==> config.mk <==
export PLATFORM = sky130hd
export DESIGN_NAME = ka_split_mul_6bit
export DESIGN_NICKNAME = d
export VERILOG_FILES = /design/src/rtl/ka_split_mul_6bit.sv
export SDC_FILE = /design/constraint.sdc
export NUM_CORES = 1
export LEC_CHECK = 0
export ABC_CLOCK_PERIOD_IN_PS = 2000
export CAP_MARGIN = 20
export CELL_PAD_IN_SITES_DETAIL_PLACEMENT = 1
export CELL_PAD_IN_SITES_GLOBAL_PLACEMENT = 2
export CORE_MARGIN = 3
export CORE_UTILIZATION = 34
export CTS_CLUSTER_DIAMETER = 120
export CTS_CLUSTER_SIZE = 10
export DETAILED_ROUTE_END_ITERATION = 7
export HOLD_SLACK_MARGIN = 0.03
export PLACE_DENSITY = 0.77
export SYNTH_ARGS = -nofsm -noshare
export SYNTH_HDL_FRONTEND = slang
export SYNTH_SLANG_ARGS = --single-unit
==> constraint.sdc <==
create_clock -name clk -period 2 [get_ports clk]
set_clock_uncertainty 0.05 [all_clocks]
set_input_delay 0.4 -clock clk [delete_from_list [all_inputs] [get_ports clk]]
set_output_delay 0.4 -clock clk [all_outputs]
set_load 0.05 [all_outputs]
==> src/rtl/ka_split_mul_6bit.sv <==
// Upstream stage of the 6-bit Karatsuba GF(2) multiplier: one bit-serial
// shift-and-XOR unit produces the low, high and corrected middle partial products in turn.
module ka_split_mul_6bit #(
    parameter int unsigned N = 6
) (
    input  logic         clk,
    input  logic         rst_n,
    input  logic         in_valid,
    output logic         in_ready,
    input  logic [N-1:0] a,
    input  logic [N-1:0] b,
    output logic         out_valid,
    input  logic         out_ready,
    output logic [N-2:0] B2_in1,
    output logic [N-2:0] B2_in2,
    output logic [N-2:0] B2_in3
);

    localparam int unsigned H  = N / 2;
    localparam int unsigned W  = N - 1;
    localparam int unsigned CW = (H > 1) ? $clog2(H) : 1;

    typedef enum logic [2:0] {
        IDLE  = 3'd0,
        MUL_L = 3'd1,
        MUL_H = 3'd2,
        MUL_M = 3'd3,
        DONE  = 3'd4
    } state_e;

    state_e          state_q, state_d;
    logic [CW-1:0]   cnt_q, cnt_d;
    logic [W-1:0]    acc_q, acc_d;
    logic [N-1:0]    a_q, a_d;
    logic [N-1:0]    b_q, b_d;
    logic            out_valid_q, out_valid_d;
    logic            in_ready_q, in_ready_d;
    logic [W-1:0]    b2_in1_q, b2_in1_d;
    logic [W-1:0]    b2_in2_q, b2_in2_d;
    logic [W-1:0]    b2_in3_q, b2_in3_d;

    logic [H-1:0]    aop, bop;
    logic [W-1:0]    term;
    logic [W-1:0]    fin;
    logic            last;

    // State register and datapath flops
    always_ff @(posedge clk or negedge rst_n) begin
        if (!rst_n) begin
            state_q     <= IDLE;
            cnt_q       <= '0;
            acc_q       <= '0;
            a_q         <= '0;
            b_q         <= '0;
            out_valid_q <= 1'b0;
            in_ready_q  <= 1'b1;
            b2_in1_q    <= '0;
            b2_in2_q    <= '0;
            b2_in3_q    <= '0;
        end else begin
            state_q     <= state_d;
            cnt_q       <= cnt_d;
            acc_q       <= acc_d;
            a_q         <= a_d;
            b_q         <= b_d;
            out_valid_q <= out_valid_d;
            in_ready_q  <= in_ready_d;
            b2_in1_q    <= b2_in1_d;
            b2_in2_q    <= b2_in2_d;
            b2_in3_q    <= b2_in3_d;
        end
    end

    // Next-state, phase operand select and shift-and-XOR step
    always_comb begin
        state_d     = state_q;
        cnt_d       = cnt_q;
        acc_d       = acc_q;
        a_d         = a_q;
        b_d         = b_q;
        out_valid_d = out_valid_q;
        b2_in1_d    = b2_in1_q;
        b2_in2_d    = b2_in2_q;
        b2_in3_d    = b2_in3_q;
        aop         = '0;
        bop         = '0;

        case (state_q)
            MUL_L: begin
                aop = a_q[H-1:0];
                bop = b_q[H-1:0];
            end
            MUL_H: begin
                aop = a_q[N-1:H];
                bop = b_q[N-1:H];
            end
            MUL_M: begin
                aop = a_q[H-1:0] ^ a_q[N-1:H];
                bop = b_q[H-1:0] ^ b_q[N-1:H];
            end
            default: begin
                aop = '0;
                bop = '0;
            end
        endcase

        term = bop[cnt_q] ? (W'(aop) << cnt_q) : '0;
        fin  = acc_q ^ term;
        last = (cnt_q == CW'(H - 1));

        case (state_q)
            IDLE: begin
                if (in_valid) begin
                    a_d     = a;
                    b_d     = b;
                    acc_d   = '0;
                    cnt_d   = '0;
                    state_d = MUL_L;
                end
            end
            MUL_L, MUL_H, MUL_M: begin
                if (last) begin
                    acc_d = '0;
                    cnt_d = '0;
                    if (state_q == MUL_L) begin
                        b2_in1_d = fin;
                        state_d  = MUL_H;
                    end else if (state_q == MUL_H) begin
                        b2_in3_d = fin;
                        state_d  = MUL_M;
                    end else begin
                        // Karatsuba correction folds L and H out of the middle product
                        b2_in2_d    = fin ^ b2_in1_q ^ b2_in3_q;
                        out_valid_d = 1'b1;
                        state_d     = DONE;
                    end
                end else begin
                    acc_d = fin;
                    cnt_d = cnt_q + CW'(1);
                end
            end
            DONE: begin
                if (out_ready) begin
                    out_valid_d = 1'b0;
                    state_d     = IDLE;
                end
            end
            default: begin
                state_d = IDLE;
            end
        endcase

        in_ready_d = (state_d == IDLE);
    end

    assign in_ready  = in_ready_q;
    assign out_valid = out_valid_q;
    assign B2_in1    = b2_in1_q;
    assign B2_in2    = b2_in2_q;
    assign B2_in3    = b2_in3_q;

endmodule

==> Yosys cells after proc, flatten, opt, wreduce, memory -nomap -nowiden <==
Cells that the tools add are included.
{ "op_classes": {"add_sub_neg": 1, "order_cmp": 1, "n_eq_ne": 10, "n_shift": 1, "n_mux": 22, "n_bitwise": 7, "n_reduce_logical": 11} }
{ "ops": {"columns": ["operator", "n"], "rows": [
  ["$pmux W3 S3", 3],
  ["$mux W3", 5],
  ["$mux W5", 3],
  ["$xor A5 B5 Y5", 3],
  ["$ne A2 B2 Y1 const B", 5],
  ["$pmux W5 S2", 1],
  ["$reduce_and A4 Y1", 2],
  ["$eq A3 B2 Y1 const B", 2],
  ["$logic_not A3 Y1", 2],
  ["$xor A3 B3 Y3", 2],
  ["$mux W1", 5],
  ["$reduce_and A5 Y1", 1],
  ["$shl A3 B2 Y5", 1],
  ["$mux W2", 2],
  ["$pmux W2 S2", 1],
  ["$reduce_and A2 Y1", 2],
  ["$reduce_bool A2 Y1", 2],
  ["$eq A3 B1 Y1 const B", 1],
  ["$eq A3 B3 Y1 const B", 1],
  ["$lt A2 B3 Y1 const B", 1],
  ["$reduce_and A3 Y1", 1],
  ["$reduce_or A3 Y1", 1],
  ["$add A2 B1 Y2 const B", 1],
  ["$bmux W1 S2", 1],
  ["3 further kinds", 4]
]} }
{ "totals": {"register_bits": 39, "inputBits": 16, "out_inout_bits": 17, "wordCells": 63} }

==> Logic depth before layout (Yosys ltp) <==
{ "depth": {"word_depth": 8, "mapped_depth": 7, "ltp_nobuf": 6} }

==> Worst setup path before layout <==
No wires, ideal clock.
{ "synth_path": {"path_type": "reg-to-reg", "from": "register state_q[1]", "to": "register a_q[0]", "setup_ns": 0.125, "arrival_ns": 1.605, "t_required_ns": 1.825, "slack_ns": 0.220, "stages_incl_launch_ff": 7, "path_buffers": 3, "period_less_slack_ns": 1.780, "cell_sequence": "dfrtp_1 -> buf_6 -> buf_2 -> nor2_1 -> and3_1 -> buf_2 -> mux2_2"} }
{ "synth_via": {"elab_chain_cells": 2} }
{ "synth_lines": {"columns": ["element", "line_no", "rtl"], "rows": [
  ["start: declaration", "31", "state_e state_q, state_d;"],
  ["start signal: assignment", "61", "state_q <= state_d;"],
  ["$logic_not A3 Y1", "111", "case (state_q)"],
  ["$reduce_and A2 Y1 (no source line)", null, null],
  ["end signal: assignment", "53", "a_q <= '0;"],
  ["end signal: assignment", "64", "a_q <= a_d;"],
  ["end: declaration", "34", "logic [N-1:0] a_q, a_d;"]
]} }
Every way passes these cells.
A chain may end at the register's enable or synchronous reset.

==> Worst setup path after layout <==
{ "layout_path": {"from": "register b2_in2_q[0] (netlist: B2_in2[0])", "to": "output B2_in2[0]"} }
{ "layout_rtl": {"columns": ["element", "line_no", "rtl"], "rows": [
  ["start: declaration", "39", "logic [W-1:0] b2_in2_q, b2_in2_d;"],
  ["start signal: assignment", "69", "b2_in2_q <= b2_in2_d;"],
  ["end: declaration", "15", "output logic [N-2:0] B2_in2,"]
]} }
No word-level cell between the ends.

==> Implementation_results.wiki <==
{| class="wikitable"
! Metric !! Value
|-
| Minimum setup slack among reg-to-reg paths || 120 ps
|-
| Fillcell total || 633
|-
| Primary flip-flop cell chosen by synthesis mapping || sky130_fd_sc_hd__dfrtp_1
|-
| Maximum number of pins on one net before global-route repair || 22
|-
| Area enclosed by the die boundary || 6976 um2
|-
| Launching point of the worst reg2reg path || state_q[1]
|-
| Via count of the first global-routing pass || 1685
|-
| Status || finished clean
|-
| Average footprint of a synthesized cell || 11.04 um2
|-
| Power per unit of standard cell area || 1886 nW/um2
|-
| I/O pins || 33
|-
| Die Y-Extent || 83.52 um
|-
| Data required time at the worst endpoint || 1550 ps
|-
| Setup TNS || 0 ps
|-
| Startpoint of the worst setup timing path || B2_in2[0]
|-
| Startpoint kind of the worst setup timing path || flip-flop
|-
| List of cells traversed by the critical path || clkdlybuf4s50_1
|-
| Synth Net Count || 201
|-
| Synthesis Warnings || 0
|-
| Final Setup Violations || 0
|-
| Leakage power || 0.001144 uW
|-
| Crit Reg-Reg Endpoint || B2_in3[2]
|-
| Number of synthesized flops with an enable pin || 0
|-
| Final #Nets || 249
|-
| Clock Pin Slew Worst Setup and Hold Paths || 80 ps
|-
| Number of stages on the worst setup path || 1
|-
| Unique masters post-synth || 39
|-
| Total Routing Usage GR || 14.73%
|-
| Maximum net fanout on the critical path || 2
|-
| Congestion Overflow GR || 0
|-
| Fmax || 0.5260 GHz
|-
| Avg WL per Cell || 15.79 um
|-
| Number of core rows || 27
|-
| Max IR drop VDD || 676.9 uV
|-
| Detailed placement HPWL || 3.761 mm
|-
| Multi-input gate area || 1001 um2
|-
| CP max-delay cell || sky130_fd_sc_hd__clkdlybuf4s50_1
|-
| Delay of the slowest cell on the worst path || 800 ps
|-
| Synthesized instance count || 185
|-
| Width of the die || 83.52 um
|-
| Clock tree from TritonCTS || yes
|-
| Synth top cells by count || sky130_fd_sc_hd__dfrtp_1 (38), sky130_fd_sc_hd__nand2_1 (21), sky130_fd_sc_hd__mux2_2 (16), sky130_fd_sc_hd__xnor2_1 (14), sky130_fd_sc_hd__nor2_1 (12)
|-
| Headroom to the max-slew limit || 66.80%
|-
| 1st-iter DRT viols || 26
|-
| Drt total wl || 4.831 mm
|-
| CP Class || flip-flop to primary output
|-
| Worst Tran Pin Value || 496.4 ps
|-
| Insertion delay to the later sink of the worst-skew pair || 300 ps
|-
| Synthesis-to-finish area growth || 29.88%
|-
| Max-slew violations || 0
|-
| Ys async rst share || 100.0%
|-
| Count of TritonRoute iterations in the first routing pass || 4
|-
| Fraction of final layout cells with drive strength greater than 1 || 32.91%
|-
| Final total power || 5005 uW
|-
| Post-synthesis sequential element count || 39
|-
| H-Tree Depth || 2
|-
| I/O Buffers || 32
|-
| Reg2Reg Depth || 7
|-
| Gate family responsible for the most delay along the worst path || buffers and inverters
|-
| Number of diodes || 0
|-
| Crit path time final || 1901 ps
|-
| Root buffer selected by CTS || sky130_fd_sc_hd__clkbuf_8
|-
| Synth top area share || 46.54%
|-
| Ranking of synthesized cells by area || sky130_fd_sc_hd__dfrtp_1 (47%), sky130_fd_sc_hd__mux2_2 (8.8%), sky130_fd_sc_hd__xnor2_1 (6.0%)
|-
| Final core utilization || 46.76%
|-
| Count of antenna-violating nets left after detailed routing || 0
|-
| Count of non-filler cells in the finished layout || 306
|-
| Placed Cells incl. Taps || 294
|-
| Hold crit path type || flip-flop to flip-flop
|-
| Leading cell type by number of instances after synthesis || sky130_fd_sc_hd__dfrtp_1
|-
| Initial Utilization || 36.00%
|-
| Buf/Inv on CP || 1
|-
| Endpoint kind of the worst setup timing path || primary output
|-
| Num Clock Sinks || 39
|-
| First-pass GRT wire length || 8.314 mm
|-
| Area of the mapped netlist || 2043 um2
|-
| Placeable Area || 5675 um2
|-
| DR vias || 1541
|-
| Sequential standard cell area || 980.9 um2
|-
| Post-route clock period utilization || 95.06%
|-
| Clock buffer depth || 2
|-
| Timing endpoint of the critical path || B2_in2[0]
|-
| Initial antenna violation count || 0
|-
| Leading area contributor after synthesis || sky130_fd_sc_hd__dfrtp_1
|-
| Final-report hold violation count || 0
|-
| Sequential-to-total area share from yosys stat || 47.83%
|-
| Clock buffers created by TritonCTS || 5
|-
| Routability congestion estimate || 0.7796
|-
| Post-detailed-route via-to-cell ratio || 5.036
|-
| Arrival time worst endpoint || 1450 ps
|-
| Startpoint of the tightest hold check path || B2_in2[4]
|-
| # Max-Cap Violations || 0
|-
| Number of remaining DRC errors || 0
|-
| Minimum hold slack || 437.4 ps
|}
-- repair_timing --
action / CTS / global route
setup endpoints to repair: 4 / 2
endpoints found under the hold margin: 18 / 0
resized for setup: 3 / 1
pin swaps: 0 / 0
setup buffers: 0 / 3
hold buffers: 1 / 0
-- worst min-delay path, stage by stage (launching register included) --
cell                      delay [ps]
sky130_fd_sc_hd__dfrtp_1         350
sky130_fd_sc_hd__nand2_1          50
sky130_fd_sc_hd__o21ai_0          60
-- worst min path at each step --
stage,to,slack [ps],cells after the start
final,B2_in2[4],440,2
after global placement,out_valid,320,1
after floorplan,B2_in1[0],50,0
after detailed placement,B2_in2[0],330,1
after global routing,B2_in2[1],480,1
after CTS,B2_in2[3],450,2
-- cell usage in the layout, fill, tap and decap left out, drive strengths merged --
cell type      synthesis  layout
dfstp                  1       1
bufinv                 0       1
nor3                   8       8
mux2                  16      16
o32ai                  1       1
nand3b                 3       3
a211o                  2       2
clkbuf                 1       6
dfrtp                 38      38
nand2b                 3       3
o31ai                  2       2
o22ai                  5       5
nand3                  2       2
a21oi                 10      10
clkdlybuf4s50          0      18
xor2                   5       5
buf                    9      32
nor2b                  1       1
dlygate4sd3            0       1
o2bb2ai                1       1
nor2                  13      13
o21a                   1       1
o41ai                  2       2
clkinv                 0       1
nand2                 26      26
mux2i                  2       2
and3                   1       1
o21ai                  8       8
nor4                   4       4
xnor2                 17      17
inv                    3       3
-- where the power goes --
group	internal [uW]	switching [uW]	leakage, uW	total, uW
logic	1230	1610	0.000596	2840
registers	1140	327	0.000487	1470
clock network	404	290	0.0000612	694
-- logic make-up after synthesis --
family / synth area share (%)
simple gates: 16.53
xor+xnor: 11.08
buf+inv: 3.612
mux: 9.798
compound gates: 11.14
flops: 47.83
-- cell type report --
| class | instances | share of cell area [%] |
|---|---|---|
| flip-flops and latches | 39 | 36.96 |
| repair buffers | 51 | 17.07 |
| clock inverters | 2 | 1.320 |
| inverters | 3 | 0.4243 |
| multi-input cells | 133 | 37.72 |
| clock buffers | 6 | 3.112 |
| well taps | 72 | 3.395 |
-- flip-flops by register name (all words and copies together), names as in the netlist, 2 cells and up --
register / cells
B2_in3: 5
b_q: 6
acc_q: 5
cnt_q: 2
B2_in1: 5
a_q: 6
state_q: 3
B2_in2: 5
-- per-layer routing --
layer  up-vias  part of all wire [%]  track usage, %  wire [um]
met5         -                     0               0          0
met4         0                   1.5           5.117         72
met3         8                   3.7           3.850        179
met2        29                    51           24.64       2447
met1       772                    44           18.41       2133
li1        732                     -               -          -
-- per-stage QoR --
| stage | area (um2) | setup slack (ps) |
|---|---|---|
| after CTS | 2630 | 25.34 |
| after global routing | 2654 | -0.8209 |
| after global placement | 2491 | 71.25 |
| after floorplan | 2043 | 220.0 |
| final | 2654 | 98.87 |
| after detailed placement | 2491 | -67.66 |
Note: power is estimated with default switching activity, not from simulation.
